--- config.mk ---
export PLATFORM = sky130hd
export DESIGN_NAME = chain_latency_meter
export DESIGN_NICKNAME = d
export VERILOG_FILES = /design/src/rtl/chain_meter_pkg.sv /design/src/rtl/chain_lat_counter.sv /design/src/rtl/chain_latency_meter.sv
export SDC_FILE = /design/constraint.sdc
export NUM_CORES = 1
export LEC_CHECK = 0
export BUFFER_PORTS_ARGS = -buffer_cell sky130_fd_sc_hd__buf_2
export CAP_MARGIN = 30
export CORE_MARGIN = 2
export CORE_UTILIZATION = 57
export DETAILED_ROUTE_END_ITERATION = 10
export GPL_ROUTABILITY_DRIVEN = 0
export GPL_TIMING_DRIVEN = 0
export PLACE_DENSITY = 0.86
export SLEW_MARGIN = 10
export SYNTH_ARGS = -nofsm -noshare
export SYNTH_HDL_FRONTEND = slang
export SYNTH_HIERARCHICAL = 1
export SYNTH_SLANG_ARGS = --single-unit
--- constraint.sdc ---
create_clock -name clk -period 3.2 [get_ports clk]
set_clock_uncertainty 0.1 [all_clocks]
set_input_delay 0.16 -clock clk [delete_from_list [all_inputs] [get_ports clk]]
set_output_delay 0.16 -clock clk [all_outputs]
set_load 0.02 [all_outputs]
--- src/rtl/chain_meter_pkg.sv ---
// Shared types and default sizing for the chain latency meter.
package chain_meter_pkg;

  localparam int CNT_W_DEFAULT   = 16;
  localparam int TIMEOUT_DEFAULT = 1023;

  typedef enum logic [1:0] {
    IDLE = 2'd0,
    RUN  = 2'd1,
    FIN  = 2'd2
  } state_e;

endpackage

--- src/rtl/chain_lat_counter.sv ---
// Clearable up-counter; exposes count+1 and flags when count+1 reaches TIMEOUT.
module chain_lat_counter
  import chain_meter_pkg::*;
#(
  parameter int CNT_W   = CNT_W_DEFAULT,
  parameter int TIMEOUT = TIMEOUT_DEFAULT
) (
  input  logic             clk,
  input  logic             rst_n,
  input  logic             clear,
  input  logic             enable,
  output logic [CNT_W-1:0] count_plus1,
  output logic             hit
);

  logic [CNT_W-1:0] count_q;
  logic [CNT_W-1:0] count_d;

  assign count_plus1 = count_q + CNT_W'(1);
  assign hit         = (count_plus1 == CNT_W'(TIMEOUT));

  always_comb begin
    count_d = count_q;
    if (clear) begin
      count_d = '0;
    end else if (enable) begin
      count_d = count_plus1;
    end
  end

  always_ff @(posedge clk or negedge rst_n) begin
    if (!rst_n) begin
      count_q <= '0;
    end else begin
      count_q <= count_d;
    end
  end

endmodule

--- src/rtl/chain_latency_meter.sv ---
// Measures per-lane delay-chain latency by toggling a launch bit and timing the echo.
// Define CHAIN_LATENCY_STATS_EN to add lat_min/lat_max tracking of arrived results.
module chain_latency_meter
  import chain_meter_pkg::*;
#(
  parameter int CNT_W   = CNT_W_DEFAULT,
  parameter int TIMEOUT = TIMEOUT_DEFAULT
) (
  input  logic             clk,
  input  logic             rst_n,
  input  logic             start,
  input  logic [2:0]       lane_sel,
  output logic [7:0]       launch,
  input  logic [7:0]       chain_out,
  output logic             busy,
  output logic             done,
  output logic             timeout,
  output logic [CNT_W-1:0] latency
`ifdef CHAIN_LATENCY_STATS_EN
  ,
  output logic [CNT_W-1:0] lat_min,
  output logic [CNT_W-1:0] lat_max
`endif
);

  state_e           state_q, state_d;
  logic [2:0]       lane_q, lane_d;
  logic             ref_q, ref_d;
  logic [7:0]       launch_q, launch_d;
  logic             busy_q, busy_d;
  logic             done_q, done_d;
  logic             timeout_q, timeout_d;
  logic [CNT_W-1:0] latency_q, latency_d;

  logic             cnt_clear;
  logic             cnt_enable;
  logic [CNT_W-1:0] cnt_plus1;
  logic             cnt_hit;
  logic             arrived;
  logic             arrive_evt;

  chain_lat_counter #(
    .CNT_W   (CNT_W),
    .TIMEOUT (TIMEOUT)
  ) u_counter (
    .clk         (clk),
    .rst_n       (rst_n),
    .clear       (cnt_clear),
    .enable      (cnt_enable),
    .count_plus1 (cnt_plus1),
    .hit         (cnt_hit)
  );

  assign arrived = (chain_out[lane_q] != ref_q);

  always_comb begin
    state_d    = state_q;
    lane_d     = lane_q;
    ref_d      = ref_q;
    launch_d   = launch_q;
    busy_d     = busy_q;
    done_d     = 1'b0;
    timeout_d  = timeout_q;
    latency_d  = latency_q;
    cnt_clear  = 1'b0;
    cnt_enable = 1'b0;
    arrive_evt = 1'b0;
    case (state_q)
      IDLE: begin
        if (start) begin
          lane_d           = lane_sel;
          launch_d[lane_sel] = ~launch_q[lane_sel];
          ref_d            = chain_out[lane_sel];
          cnt_clear        = 1'b1;
          timeout_d        = 1'b0;
          busy_d           = 1'b1;
          state_d          = RUN;
        end
      end
      RUN: begin
        cnt_enable = 1'b1;
        // Arrival takes priority over a timeout landing on the same edge.
        if (arrived) begin
          latency_d  = cnt_plus1;
          done_d     = 1'b1;
          arrive_evt = 1'b1;
          state_d    = FIN;
        end else if (cnt_hit) begin
          latency_d = CNT_W'(TIMEOUT);
          timeout_d = 1'b1;
          state_d   = FIN;
        end
      end
      FIN: begin
        busy_d  = 1'b0;
        state_d = IDLE;
      end
      default: begin
        busy_d  = 1'b0;
        state_d = IDLE;
      end
    endcase
  end

  always_ff @(posedge clk or negedge rst_n) begin
    if (!rst_n) begin
      state_q   <= IDLE;
      lane_q    <= '0;
      ref_q     <= 1'b0;
      launch_q  <= '0;
      busy_q    <= 1'b0;
      done_q    <= 1'b0;
      timeout_q <= 1'b0;
      latency_q <= '0;
    end else begin
      state_q   <= state_d;
      lane_q    <= lane_d;
      ref_q     <= ref_d;
      launch_q  <= launch_d;
      busy_q    <= busy_d;
      done_q    <= done_d;
      timeout_q <= timeout_d;
      latency_q <= latency_d;
    end
  end

  assign launch  = launch_q;
  assign busy    = busy_q;
  assign done    = done_q;
  assign timeout = timeout_q;
  assign latency = latency_q;

`ifdef CHAIN_LATENCY_STATS_EN
  logic [CNT_W-1:0] lat_min_q, lat_min_d;
  logic [CNT_W-1:0] lat_max_q, lat_max_d;

  always_comb begin
    lat_min_d = lat_min_q;
    lat_max_d = lat_max_q;
    if (arrive_evt) begin
      if (cnt_plus1 < lat_min_q) lat_min_d = cnt_plus1;
      if (cnt_plus1 > lat_max_q) lat_max_d = cnt_plus1;
    end
  end

  always_ff @(posedge clk or negedge rst_n) begin
    if (!rst_n) begin
      lat_min_q <= '1;
      lat_max_q <= '0;
    end else begin
      lat_min_q <= lat_min_d;
      lat_max_q <= lat_max_d;
    end
  end

  assign lat_min = lat_min_q;
  assign lat_max = lat_max_q;
`else
  logic unused_arrive;
  assign unused_arrive = arrive_evt;
`endif

endmodule
## After elaboration in Yosys (flattened, before gate mapping)

Index checks and enable logic that the tools add are counted.

- Add/subtract/negate cells: 1
- Magnitude comparators: 3
- Eq/ne operators: 7
- Multiplexer cells: 28
- Bitwise logic cells: 2
- Reductions and logical operators: 10

Operators by type and width:

| operator | number |
|---|---|
| 16-bit two-way mux | 4 |
| 16-bit by 1-bit adder with 16-bit output, second input constant | 1 |
| 16-bit by 10-bit equality test with 1-bit output, second input constant | 1 |
| 1-bit two-way mux | 13 |
| 1-bit binary-select mux with 3-bit select | 3 |
| 8-bit bitwise mux | 1 |
| 3-bit by 4-bit less-than comparator with 1-bit output, second input constant | 2 |
| 2-bit AND reduction | 4 |
| 2-bit two-way mux | 3 |
| 2-bit != test, second input constant | 3 |
| 2-bit nonzero test | 3 |
| 1-bit case mux with 2 select lines | 2 |
| 2-bit case mux with 2 select lines | 1 |
| 4-bit AND reduction | 1 |
| 1-bit demux with 3-bit select | 1 |
| 3-bit by 1-bit greater-or-equal comparator with 1-bit output, second input constant | 1 |
| 3-bit != test, second input constant | 1 |
| 2-bit by 1-bit equality test with 1-bit output, second input constant | 1 |
| 2-bit logical NOT | 1 |
| 1-bit inverter | 2 |
| 1-bit logical AND | 1 |
| 1-bit != test | 1 |

- Flip-flop bits (word level): 49
- Input port bits: 14
- Output and inout bits: 27
- Word-level logic and storage cells: 60

## Logic depth before layout (Yosys ltp)

- Word-level depth: 5
- Gate-level depth with buffers: 10
- Gate-level depth less buffers: 9

## Modules after synthesis

The synthesis kept the hierarchy.

By module, submodules not included:

| module | instances | cells an instance | area each (µm²) | sequential area each (µm²) |
|---|---|---|---|---|
| chain_latency_meter | 1 | 148 | 1664.1 | 825.8 |
| chain_lat_counter | 1 | 134 | 1162.4 | 400.4 |

## Worst setup path before layout

Ideal clock, no wire load.

- Kind: register to register
- From: reg u_counter.count_q[0]
- To: reg latency_q[9], in the netlist latency[9]
- Setup time: 0.064 ns
- Arrival time: 2.450 ns
- Required time: 3.036 ns
- Slack: 0.586 ns
- Stages on the path, launching flop included: 11
- Buffers on the path: 1
- Clock period less this slack: 2.614 ns
- Cells stage by stage: dfrtp_1 -> ha_1 -> nand3_2 -> nor4_4 -> and3_1 -> o22ai_1 -> nor4b_2 -> nand2_1 -> clkbuf_1 -> nand2b_1 -> mux2_4

- Cells in the longest elaborated chain, start to end: 4
- Elaborated cells on any way between the ends: 5
- Classes of those cells: add/sub (1); eq/ne (1); mux (1); reduce/logical (2)

RTL lines:

| item | RTL line | source |
|---|---|---|
| start: declaration | chain_lat_counter.sv:16 | `logic [CNT_W-1:0] count_q;` |
| start signal: assignment | chain_lat_counter.sv:35 | `count_q <= count_d;` |
| 16-bit by 1-bit adder with 16-bit output | chain_lat_counter.sv:19 | `assign count_plus1 = count_q + CNT_W'(1);` |
| 16-bit by 10-bit equality test with 1-bit output | chain_lat_counter.sv:20 | `assign hit = (count_plus1 == CNT_W'(TIMEOUT));` |
| net cnt_hit | chain_latency_meter.sv:38 | `logic cnt_hit;` |
| 2-bit nonzero test (no line) | n/a |  |
| 2-bit AND reduction (no line) | n/a |  |
| end signal: assignment | chain_latency_meter.sv:123 | `latency_q <= latency_d;` |
| end: declaration | chain_latency_meter.sv:33 | `logic [CNT_W-1:0] latency_q, latency_d;` |

The timed path passes the listed nets, and every way through them passes these cells.
A chain may end at the register's enable or synchronous reset.

## Worst setup path in the final report

- From: reg u_counter.count_q[0]
- To: reg latency_q[10], in the netlist latency[10]

Same word-level chain as after synthesis.

==> impl_metrics.toml <==
[finish]
nets = 348
area_delta_synth_final_pct = 16.38
drive_above_1_share = 0.2793
most-common-layout-cells = "dfrtp_1, buf_2, nand2_1"
antennaDiodeCount = 0
fin_util = 0.6918
layout_commonest_cell = "dfrtp_1"

[timing]
finalCriticalPeriod_ns = 3.069
drv_slew = 0
slew_headroom = 0.6289
tightest_slew_ns = 0.5412
fin_ws_ns = 0.1315
fmax_ghz = 0.3259
period_share = 0.9589
setup_viol = 0
hold_viol = 0
holdWs_ns = 0.1550

[logic_synthesis]
synth_fp_nets = 298
yosysUniqueCellTypes = 43
ys_ff_latch = 49
ys.warnings.count = 6
syn_area_per_cell_um2 = 10.02
synth_xor_area_frac = 0.09916
synth_cells = 282
synthSimpleGateAreaFrac = 0.2213
synthMuxAreaShare = 0.1421
ys_seq_area_frac = 0.4338
synth.cell_area_um2 = 2826
synth_edf_count = 0
synth-adder-area-share = 0.008853
synthFlopType = "dfrtp_1"
synth_top_family_by_area = "simple AND/OR/NAND/NOR gates"
ys_async_sr_fraction = 1.000
synth_compound_area_frac = 0.02922

[clocking]
cts_root_buf = "clkbuf_8"
clk_pin_slew_ns = 0.09
htree_levels = 2
cts_buffers = 5
cts_tree = "done"
clock_path_buffers = 2
cts_sinks = 49
clk_latency_ns = 0.30

[grt]
grt_overflow = 0
track_usage = 0.2286
antenna_found_initial = 0
grt_pass1_vias = 2118
grt_max_degree = 32
grtUsageMet3 = 0.04336
top_usage_layer = "met2"
grt_pass1_wl_mm = 9.694
use_met2 = 0.3904
use_met1 = 0.2902

[hold_path]
hold-path-endpoint = "launch[2]"
min_path_cells = 4
min-delay-path-class = "in -> reg"
worstHoldStart = "lane_sel[0]"

[routing]
ant_nets = 0
num_vias = 2224
finalWirelength_mm = 5.907
via_per_inst = 5.560
drt_first_pass_iters = 4
drc_errors = 0
drtIter0Drc = 110
wl_per_cell_um = 14.77

[worst_setup_path]
cp_data_required_time_ns = 3.29
reg2reg_to = "latency[10]"
crit_slowest_cell = "dfrtp_1"
cp-end-kind = "flop"
cp-start-kind = "flop"
timing.rr.start = "u_counter/count_q[0]"
r2r_cells = 10
critPathMaxFanout = 10
rrSetupSlack_ns = 0.13
cp_cell_sequence = "ha_2, nand3_2, nor4_4, and3_1, o22ai_1, nor4b_2, nand2_2, clkbuf_1, nand2_1, mux2i_1"
slowest_delay_ns = 0.51
arrival_ns = 3.16
crit_type = "reg -> reg"

[run_status]
outcome = "completed"

[power]
internal_power_uw = 1517
p_sw_uw = 880.1
powerDensity_nw_per_um2 = 728.6
p_comb_frac = 0.413
clkPwrFrac = 0.217
switching_share = 0.3672
p_leak_uw = 0.001658
p_seq_frac = 0.370
vdd_drop_max_mv = 0.3767
p_total_uw = 2397

[die]
ioPinCount = 41
die_h_um = 74.42
rows = 25
start_util = 0.5945
die-area_um2 = 5538
core_um2 = 4755
die_width_um = 74.42

[place]
pre_cts_slack_ns = 0.02070
port_buffers = 40
dp_hpwl_mm = 4.093

[flow_run]
drv_cap = 0
## stage by stage
stage | std cells | setup TNS [ns] | area, um^2
5_1_grt | 400 | -0.03020 | 3289
3_5_place_dp | 390 | 0 | 3131
3_3_place_gp | 389 | 0 | 3110
6_report | 400 | 0 | 3289
2_1_floorplan | 282 | 0 | 2826
4_1_cts | 399 | 0 | 3277
## state kept, by name (all words and copies together) (netlist names)
| signal | count |
|---|---|
| busy | 1 |
| done | 1 |
| lane_q | 3 |
| latency | 16 |
| launch | 8 |
| ref_q | 1 |
| state_q | 2 |
| timeout | 1 |
| u_counter/count_q | 16 |
## synth_stat cells, types with 2 or more instances
| cell | count | area, um^2 |
|---|---|---|
| dfrtp_1 | 49 | 1226 |
| buf_6 | 3 | 33.78 |
| nor2_1 | 26 | 97.59 |
| a211oi_1 | 2 | 15.01 |
| xor2_1 | 22 | 192.7 |
| nand4_2 | 2 | 25.02 |
| mux2_2 | 17 | 191.4 |
| o22ai_1 | 3 | 18.77 |
| mux2_4 | 3 | 45.04 |
| inv_1 | 13 | 48.80 |
| mux4_2 | 2 | 45.04 |
| ha_1 | 2 | 25.02 |
| buf_2 | 2 | 10.01 |
| nor3_1 | 5 | 25.02 |
| xnor2_1 | 10 | 87.58 |
| nand3_1 | 11 | 55.05 |
| nand2_1 | 35 | 131.4 |
| nand2b_1 | 13 | 81.33 |
| nor4_1 | 2 | 12.51 |
| nand4_1 | 11 | 68.82 |
| and3_1 | 2 | 12.51 |
| nor2b_1 | 3 | 18.77 |
| buf_1 | 2 | 7.510 |
| buf_4 | 3 | 22.52 |
| nand3b_1 | 2 | 15.01 |
| clkbuf_1 | 9 | 33.78 |
| mux2i_1 | 12 | 120.1 |
## cells by family (layout without fill, tap and decap cells)
logic type                 after synthesis  after routing
xor gates and xnor gates                32             32
muxes                                   34             34
adders and majority gates                2              2
AOI/OAI and AO/OA                       11             11
DFF                                     49             49
and+or+nand+nor                        119            119
buffers and inverters                   35             86
## metal layers
metal,routed length (um),share of wire
met4,132,0.022
met3,296,0.050
met2,3008,0.51
met1,2470,0.42
met5,0,0
## critical path: cells and delay by family, from the launching register on
kind                     cells  cell delay, ns
buffers and inverters        1            0.29
AO/OA/AOI/OAI                1            0.12
AND/OR/NAND/NOR              6            1.55
flip-flops                   1            0.51
multiplexers                 1            0.09
adder cells (fa/ha/maj)      1            0.30
## power by group through the flow
stage               clock (uW)  combinational [uW]  sequential, uW
floorplan                    0                 627             987
global placement             0                 953             885
detailed placement           0                 986             899
CTS                        529                 993             886
global route               554                1080             911
finish                     519                 989             888
## worst max-delay path by stage
stage / startpoint / to / cells past startpoint
final: u_counter/count_q[0] / latency[10] / 10
after global routing: u_counter/count_q[1] / latency[10] / 10
after CTS: u_counter/count_q[0] / latency[10] / 10
after detailed placement: u_counter/count_q[0] / latency[7] / 10
after global placement: u_counter/count_q[0] / latency[9] / 10
after floorplan: u_counter/count_q[0] / latency[9] / 10
## area by class of cell
cell class	count	area [um^2]
inverters	14	52.55
multi-input cells	198	1423
fillers	358	1465
clock inverters	3	65.06
well taps	67	83.83
clock buffers	5	68.82
plain buffers	21	132.6
flip-flops and latches	49	1226
repair buffers	43	237.7
## timing repair
action | CTS | global route
setup buffers | 0 | 1
gates cloned | 0 | 0
endpoints found under the hold margin | 18 | 0
setup endpoints to repair | 1 | 9
pin swaps | 0 | 2
resized for setup | 1 | 2
hold buffers | 1 | 0
Note: power is estimated with default switching activity, not from simulation.
